--- src/rtl/board_pkg.sv ---
// rtl/board_pkg.sv - shared cell encodings, FSM states and line geometry
package board_pkg;

    localparam logic [1:0] ST_ONGOING = 2'b00;
    localparam logic [1:0] ST_P1      = 2'b01;
    localparam logic [1:0] ST_P2      = 2'b10;
    localparam logic [1:0] ST_DRAW    = 2'b11;

    typedef enum logic [1:0] {
        FSM_IDLE   = 2'd0,
        FSM_SCAN   = 2'd1,
        FSM_FINISH = 2'd2
    } fsm_state_t;

    // Rows first, then columns, then main diagonal, then anti-diagonal.
    function automatic int line_cell(input int n, input int line, input int k);
        if (line < n)
            return line * n + k;
        if (line < 2 * n)
            return k * n + (line - n);
        if (line == 2 * n)
            return k * n + k;
        return k * n + (n - 1 - k);
    endfunction

endpackage

--- src/rtl/board_line_eval.sv ---
// rtl/board_line_eval.sv - combinational win/liveness check of one board line
module board_line_eval #(
    parameter int N = 3
) (
    input  logic [2*N-1:0] cells,
    output logic           p1_full,
    output logic           p2_full,
    output logic           live
);
    import board_pkg::*;

    logic no_p2_bits;
    logic no_p1_bits;

    // A cell holding a draw (11) kills the line for both players.
    always_comb begin
        p1_full    = 1'b1;
        p2_full    = 1'b1;
        no_p2_bits = 1'b1;
        no_p1_bits = 1'b1;
        for (int k = 0; k < N; k++) begin
            if (cells[2*k +: 2] != ST_P1)
                p1_full = 1'b0;
            if (cells[2*k +: 2] != ST_P2)
                p2_full = 1'b0;
            if (cells[2*k + 1])
                no_p2_bits = 1'b0;
            if (cells[2*k])
                no_p1_bits = 1'b0;
        end
        live = no_p2_bits | no_p1_bits;
    end

endmodule

--- src/rtl/board_state_tracker.sv ---
// rtl/board_state_tracker.sv - macro-board cell store with sequential line scan
module board_state_tracker #(
    parameter int N          = 3,
    parameter int EARLY_DRAW = 0,
    parameter int AW         = 6
) (
    input  logic          clk,
    input  logic          reset_n,
    input  logic          clear,
    input  logic          we,
    input  logic [AW-1:0] addr,
    input  logic [1:0]    data,
    input  logic [AW-1:0] rd_addr,
    output logic [1:0]    rd_data,
    output logic          busy,
    output logic          valid,
    output logic [1:0]    state_final
);
    import board_pkg::*;

    localparam int CELLS = N * N;
    localparam int L     = 2 * N + 2;
    localparam int LW    = $clog2(L);
    localparam int CW    = $clog2(CELLS + 1);

    logic [1:0]      cells [CELLS];
    fsm_state_t      state, state_nxt;
    logic [LW-1:0]   idx;
    logic            p1_acc, p2_acc, live_acc;
    logic [CW-1:0]   occ;
    logic            wr_ok, finish_fire, last_line;
    logic [1:0]      old_cell, rd_mux;
    logic [2*N-1:0]  line_cells;
    logic            line_p1, line_p2, line_live;

    assign wr_ok       = we && !clear && (32'(addr) < 32'(CELLS));
    assign last_line   = (32'(idx) == 32'(L - 1));
    assign finish_fire = (state == FSM_FINISH) && !wr_ok && !clear;
    assign busy        = (state != FSM_IDLE);

    always_comb begin
        old_cell = ST_ONGOING;
        rd_mux   = ST_ONGOING;
        for (int i = 0; i < CELLS; i++) begin
            if (32'(addr) == 32'(i))
                old_cell = cells[i];
            if (32'(rd_addr) == 32'(i))
                rd_mux = cells[i];
        end
    end

    always_comb begin
        line_cells = '0;
        for (int k = 0; k < N; k++)
            for (int i = 0; i < CELLS; i++)
                if (line_cell(N, 32'(idx), k) == i)
                    line_cells[2*k +: 2] = cells[i];
    end

    board_line_eval #(.N(N)) u_line_eval (
        .cells   (line_cells),
        .p1_full (line_p1),
        .p2_full (line_p2),
        .live    (line_live)
    );

    always_ff @(posedge clk or negedge reset_n) begin
        if (!reset_n) begin
            for (int i = 0; i < CELLS; i++)
                cells[i] <= ST_ONGOING;
            occ <= '0;
        end else if (clear) begin
            for (int i = 0; i < CELLS; i++)
                cells[i] <= ST_ONGOING;
            occ <= '0;
        end else if (wr_ok) begin
            for (int i = 0; i < CELLS; i++)
                if (32'(addr) == 32'(i))
                    cells[i] <= data;
            if (old_cell == ST_ONGOING && data != ST_ONGOING)
                occ <= occ + CW'(1);
            else if (old_cell != ST_ONGOING && data == ST_ONGOING)
                occ <= occ - CW'(1);
        end
    end

    always_ff @(posedge clk or negedge reset_n) begin
        if (!reset_n)
            rd_data <= ST_ONGOING;
        else
            rd_data <= rd_mux;
    end

    always_ff @(posedge clk or negedge reset_n) begin
        if (!reset_n)
            state <= FSM_IDLE;
        else
            state <= state_nxt;
    end

    // Any accepted write, even mid-scan, restarts the scan from line 0.
    always_comb begin
        state_nxt = state;
        if (clear)
            state_nxt = FSM_IDLE;
        else if (wr_ok)
            state_nxt = FSM_SCAN;
        else begin
            case (state)
                FSM_SCAN:   if (last_line) state_nxt = FSM_FINISH;
                FSM_FINISH: state_nxt = FSM_IDLE;
                default:    state_nxt = FSM_IDLE;
            endcase
        end
    end

    always_ff @(posedge clk or negedge reset_n) begin
        if (!reset_n) begin
            idx      <= '0;
            p1_acc   <= 1'b0;
            p2_acc   <= 1'b0;
            live_acc <= 1'b0;
        end else if (clear || wr_ok) begin
            idx      <= '0;
            p1_acc   <= 1'b0;
            p2_acc   <= 1'b0;
            live_acc <= 1'b0;
        end else if (state == FSM_SCAN) begin
            p1_acc   <= p1_acc | line_p1;
            p2_acc   <= p2_acc | line_p2;
            live_acc <= live_acc | line_live;
            idx      <= last_line ? '0 : idx + LW'(1);
        end
    end

    always_ff @(posedge clk or negedge reset_n) begin
        if (!reset_n) begin
            state_final <= ST_ONGOING;
            valid       <= 1'b0;
        end else if (clear) begin
            state_final <= ST_ONGOING;
            valid       <= 1'b0;
        end else begin
            valid <= finish_fire;
            if (finish_fire) begin
                if (p1_acc || p2_acc)
                    state_final <= {p2_acc, p1_acc};
                else if (32'(occ) == 32'(CELLS) || (EARLY_DRAW != 0 && !live_acc))
                    state_final <= ST_DRAW;
                else
                    state_final <= ST_ONGOING;
            end
        end
    end

endmodule

--- config.mk ---
export PLATFORM = sky130hd
export DESIGN_NAME = board_state_tracker
export DESIGN_NICKNAME = d
export VERILOG_FILES = /design/src/rtl/board_pkg.sv /design/src/rtl/board_line_eval.sv /design/src/rtl/board_state_tracker.sv
export SDC_FILE = /design/constraint.sdc
export NUM_CORES = 1
export LEC_CHECK = 0
export ABC_CLOCK_PERIOD_IN_PS = 3800
export CAP_MARGIN = 20
export CORE_MARGIN = 5
export CORE_UTILIZATION = 25
export DETAILED_ROUTE_END_ITERATION = 8
export SKIP_LAST_GASP = 1
export SLEW_MARGIN = 40
export SYNTH_ARGS = -nofsm -noshare
export SYNTH_HDL_FRONTEND = slang
export SYNTH_HIERARCHICAL = 1
export SYNTH_SLANG_ARGS = --single-unit
export TNS_END_PERCENT = 30
--- constraint.sdc ---
create_clock -name clk -period 3.8 [get_ports clk]
set_clock_uncertainty 0.2 [all_clocks]
set_input_delay 0.38 -clock clk [delete_from_list [all_inputs] [get_ports clk]]
set_output_delay 0.38 -clock clk [all_outputs]
set_load 0.02 [all_outputs]
---- Word-level counts from Yosys, hierarchy flattened ----
Cells that the tools add are included.
operators by class
  $add $sub $neg .......................... 8
  multipliers ............................. 1
  $lt $le $gt $ge ......................... 3
  equality and inequality tests ........... 52
  muxes and demuxes ....................... 106
  bitwise logic cells ..................... 2
  reduce and logical (&&, ||, !) cells .... 43
operators by type and width
  kind                                                    number
  two-way mux 32 bit                                      16
  == test 32 x 4 -> 1 bit (second input constant)         12
  == test 32 x 3 -> 1 bit (second input constant)         6
  two-way mux 2 bit                                       62
  == test 32 x 2 -> 1 bit (second input constant)         3
  == test 32 x 5 -> 1 bit (second input constant)         3
  logical NOT 32 bit                                      3
  == test 6 x 3 -> 1 bit (second input constant)          8
  two-way mux 18 bit                                      2
  adder 32 x 2 -> 32 bit (second input constant)          1
  nonzero test 2 bit                                      15
  == test 6 x 2 -> 1 bit (second input constant)          4
  AND reduction 2 bit                                     10
  two-way mux 1 bit                                       17
  two-way mux 4 bit                                       4
  == test 6 x 1 -> 1 bit (second input constant)          2
  == test 6 x 4 -> 1 bit (second input constant)          2
  logical NOT 6 bit                                       2
  two-way mux 3 bit                                       3
  adder 5 x 2 -> 6 bit (second input constant)            1
  logical AND 1 bit                                       6
  < comparator 6 x 4 -> 1 bit (second input constant)     1
  two-way mux 6 bit                                       1
  inequality test 2 x 1 -> 1 bit (second input constant)  3
  other kinds (22)                                        28
storage, ports and cells
  register bits ........................... 34
  bits of input ports ..................... 18
  output and inout bits ................... 6
  word-level logic and storage cells ...... 232

---- Longest topological paths before layout ----
  depth in word-level cells ............... 25
  mapped depth ............................ 16
  gate-level depth less buffers ........... 15

---- Modules after synthesis ----
Netlist, hierarchy kept.
by module, submodules not included
  module               instances  cells an instance  area each (sq um)  sequential area each (sq um)
  board_state_tracker  1          415                3469.6             850.8
  board_line_eval      1          6                  41.3               0.0

---- Least setup slack after synthesis ----
OpenSTA, ideal clock, no wires.
  path kind ............................... reg2reg
  start ................................... register idx[1]
  end ..................................... register p2_acc
  setup time .............................. 73 ps
  arrival time ............................ 3190 ps
  required time ........................... 3527 ps
  path slack .............................. 337 ps
  cell stages (with the launch flop) ...... 15
  buffers on the path ..................... 1
  period minus slack after synthesis ...... 3463 ps
  cells stage by stage .................... dfrtp_1 -> ha_1 -> inv_1 -> ha_1 -> buf_6 -> nor3_1 -> a21oi_1 -> or4b_4 -> or3_1 -> a2bb2oi_1 -> a22o_1 -> or3_4 -> nor2_2 -> a21oi_1 -> nor2_1
between the ends
  cells in the longest elaborated chain, start to end .. 24
  elaborated cells between the ends (all ways) .. 96
  classes of those cells .................. 5 x add/sub; 1 x mul; 2 x order compare; 28 x eq/ne; 56 x mux; 1 x bitwise; 3 x reduce/logical
ends and longest elaborated chain
  what                                                     line                              text
  start, declared                                          board_state_tracker.sv:28         logic [LW-1:0] idx;
  start signal, assigned                                   board_state_tracker.sv:132        idx <= last_line ? '0 : idx + LW'(1);
  multiplier 3 x 2 -> 5 bit, or another cell as far along  board_pkg.sv:18                   return line * n + k;
  two-way mux 5 bit or two-way mux 1 bit (tied branches)   board_pkg.sv:17, board_pkg.sv:21
  two-way mux 32 bit or two-way mux 1 bit (tied branches)  board_pkg.sv:19, board_pkg.sv:21
  two-way mux 32 bit or two-way mux 1 bit (tied branches)  board_pkg.sv:21, board_pkg.sv:19
  two-way mux 32 bit                                       board_pkg.sv:23                   return k * n + (n - 1 - k);
  two-way mux 32 bit                                       board_pkg.sv:21                   if (line == 2 * n)
  two-way mux 32 bit *                                     board_pkg.sv:19                   if (line < 2 * n)
  logical NOT 32 bit                                       board_state_tracker.sv:56         if (line_cell(N, 32'(idx), k) == i)
  two-way mux 2 bit (8 in a row)                           board_state_tracker.sv:56
  two-way mux 2 bit *                                      board_state_tracker.sv:56
  named net line_cells[0]                                  board_state_tracker.sv:33         logic [2*N-1:0] line_cells;
  inequality test 2 bit *                                  board_line_eval.sv:24             if (cells[2*k +: 2] != ST_P2)
  two-way mux 1 bit * (3 in a row)                         board_line_eval.sv:24
  named net line_p2                                        board_state_tracker.sv:34         logic line_p1, line_p2, line_live;
  OR 1 bit *                                               board_state_tracker.sv:130        p2_acc <= p2_acc | line_p2;
  two-way mux 1 bit *                                      board_state_tracker.sv:128        end else if (state == FSM_SCAN) begin
  two-way mux 1 bit *                                      board_state_tracker.sv:123        end else if (clear || wr_ok) begin
  end signal, assigned                                     board_state_tracker.sv:130
  end, declared                                            board_state_tracker.sv:29         logic p1_acc, p2_acc, live_acc;
Mark *: on every way through the listed nets, which the timed path passes. The rest lies on a longest branch. The select of a mux whose other input is x is not followed.
A chain may end at the register's enable or synchronous reset.

---- Final worst setup path ----
  start ................................... register idx[0]
  end ..................................... register p2_acc
The elaborated chain is that of the path after synthesis.

==> qor.csv <==
stage,metric,value,unit
placed_design,place_congestion,0.943,
placed_design,dpl-instance-area,3960,sq um
setup_path,cpMaxStageDelayCell,fa_1,
clock_tree,post_cts_buffers,0,
clock_tree,cts-hold-fix-buffers,0,
floorplanning,dieArea,16500,sq um
clock_tree,cts_tree,built,
synth,yosys_warnings,6,
setup_path,cp-startpoint,idx[0]$_DFFE_PN0P_,
pwr,power.share.switching,25.4,%
sta,tightest_slew,0.505,ns
sta,finalMaxSlewViolations,0,
clock_tree,numCtsBuffers,5,
setup_path,worstPathCellList,"ha_1, fa_1, a21oi_1, or4b_4, or3_1, a2bb2oi_1, a22o_1, or3_4, nor2_2, a21oi_1, nor2_1",
run_status,outcome,finished clean,
synth,synth_nets,453,
layout,postLayoutCellArea,4110,sq um
pwr,internal_power,0.000683,W
routing,first_pass_iters,4,
placed_design,hpwlAfterDp,7490,microns
routing,vias,3286,
sta,post-route-period-util,95.4,%
sta,fmaxAchievable,0.276,GHz
layout,syn2layout_area_growth,17.4,%
sta,relSlewSlack,66.1,%
placed_design,portBuffers,23,
floorplanning,start_util,25.3,%
setup_path,path_max_fanout,6,
sta,setup-violations-final,0,
setup_path,endpoint_kind,flip-flop,
synth,synthCells,420,
setup_path,worstPathRequired,3.80,ns
clock_tree,insertion_delay,0.27,ns
setup_path,r2r-start,idx[0]$_DFFE_PN0P_,
pwr,pwr-share-comb,15.6,%
sta,rsz0062_at_grt,false,
routing,post-route-drc-count,0,
floorplanning,die_w,128,microns
setup_path,cp_slowest_stage_delay,0.64,ns
routing,postRouteAntennaNets,0,
synth,netlist_area,3500,sq um
setup_path,cp.depth,11,
setup_path,crit_top_cell,a21oi_1,
pwr,p_clk_share,44.4,%
clock_tree,numClockSinks,34,
clock_tree,cts_htree_levels,2,
layout,layout_common_cells,"nor2_1, mux2i_1, dfrtp_1, nand2_1",
global_routing,grt_pass1_wl,16700,microns
setup_path,rr_endpoint,p2_acc$_DFFE_PN0P_,
layout,fillers,1438,
setup_path,cpLargestDelayFamily,simple AND/OR/NAND/NOR gates,
layout,final_nets,477,
global_routing,grt_pass1_vias,3289,
clock_tree,cts_root_buf,clkbuf_16,
routing,drt_first_iter_violations,270,
min_path,hold_path_class,in2async,
global_routing,antenna_found_initial,0,
routing,routed_wl,10000,microns
setup_path,r2r_setup_slack,0.17,ns
sta,final.setup.tns,0,ns
pwr,p_switching,0.000233,W
setup_path,endpoint,p2_acc$_DFFE_PN0P_,
setup_path,worstRegToRegCells,11,
setup_path,setup.worst_path.class,reg2reg,
placed_design,dpl_worst_slack,0.0670,ns
setup_path,worstPathArrival,3.63,ns
floorplanning,row_count,43,
synth,syn_area_per_cell,8.34,sq um
floorplanning,design.core.area,13800,sq um
sta,min_period,3.63,ns
global_routing,grt_use_total,12.3,%
pwr,power.density,223,nW/um^2
setup_path,crit_path_start_kind,flip-flop,
floorplanning,io_pins,24,
layout,diodes,0,
clock_tree,clockBufferDepth,2,
sta,fin_ws,0.174,ns
pwr,p_leak,1.66,nW
layout,final_common_cell,nor2_1,
layout,drive_above_1_share,14.2,%
global_routing,grt.overflow.total,0,
floorplanning,die_h,128,microns
global_routing,grt_max_degree,35,
setup_path,worst-path-buf-inv,0,
sta,hold_viol,0,
routing,via_per_inst,5.26,
job,maxCapViolations,0,
pwr,peakVddDrop,0.205,mV
clock_tree,cts.clk_slew.worst_paths,0.05,ns
routing,wl_per_cell,16.0,microns
pwr,p_seq_share,40.1,%
-- metrics by stage --
step	hold slack (ns)	cells	total power (W)	utilization (%)
after global placement	0.307	617	0.000511	28.6
after detailed placement	0.309	617	0.000514	28.6
after CTS	0.316	625	0.000920	29.7
after global routing	0.349	625	0.000954	29.7
after floorplan	-0.116	420	0.000462	-
final	0.316	625	0.000915	29.7
-- routing by layer --
layer  wire (microns)  track usage, %
met2             4980            21.1
met1             4440            16.0
met4              209            4.18
met3              384            1.33
met5                0               0
-- worst register-to-register path: cells and delay by family (launching register included) --
kind | cells | cell delay, ns
compound gates | 4 | 0.56
simple gates | 5 | 1.45
flops | 1 | 0.39
fa+ha+maj | 2 | 0.94
-- final cells by class --
type / instances / area (sq um) / share of cell area [%]
multi-input combinational: 342 / 2430 / 59.1
sequential: 34 / 851 / 20.7
timing repair buffer: 43 / 393 / 9.55
tap: 180 / 225 / 5.48
clock buffer: 7 / 143 / 3.47
inverter: 18 / 67.6 / 1.64
clock inverter: 1 / 5.00 / 0.122
-- repair_timing --
item                       CTS  global route
setup endpoints to repair    0             2
resized for setup            0             2
hold endpoints to repair     0             0
-- power groups by stage --
| stage | sequential [W] | combinational, W | clock (W) |
|---|---|---|---|
| final | 0.000367 | 0.000142 | 0.000406 |
| after global routing | 0.000367 | 0.000158 | 0.000430 |
| after CTS | 0.000367 | 0.000142 | 0.000412 |
| after detailed placement | 0.000373 | 0.000141 | 0 |
| after global placement | 0.000373 | 0.000138 | 0 |
| after floorplan | 0.000374 | 0.0000882 | 0 |
-- sequential cells by signal, indices dropped and copies added (netlist names) --
register / count
p1_acc: 1
p2_acc: 1
occ: 4
idx: 3
cells: 18
state_final: 2
valid: 1
state: 2
rd_data: 2
-- worst min-delay path by stage --
stage	slack, ns	from	endpoint	depth (start not counted)
after floorplan	-0.12	reset_n	cells[0]$_DFFE_PN0P_	0
after global placement	0.31	occ[0]$_DFFE_PN0P_	occ[0]$_DFFE_PN0P_	1
after detailed placement	0.31	occ[0]$_DFFE_PN0P_	occ[0]$_DFFE_PN0P_	1
after CTS	0.32	occ[0]$_DFFE_PN0P_	occ[0]$_DFFE_PN0P_	1
after global routing	0.35	occ[0]$_DFFE_PN0P_	occ[0]$_DFFE_PN0P_	1
final	0.32	reset_n	occ[0]$_DFFE_PN0P_	2
No activity file was read; power rests on OpenSTA's default activity.
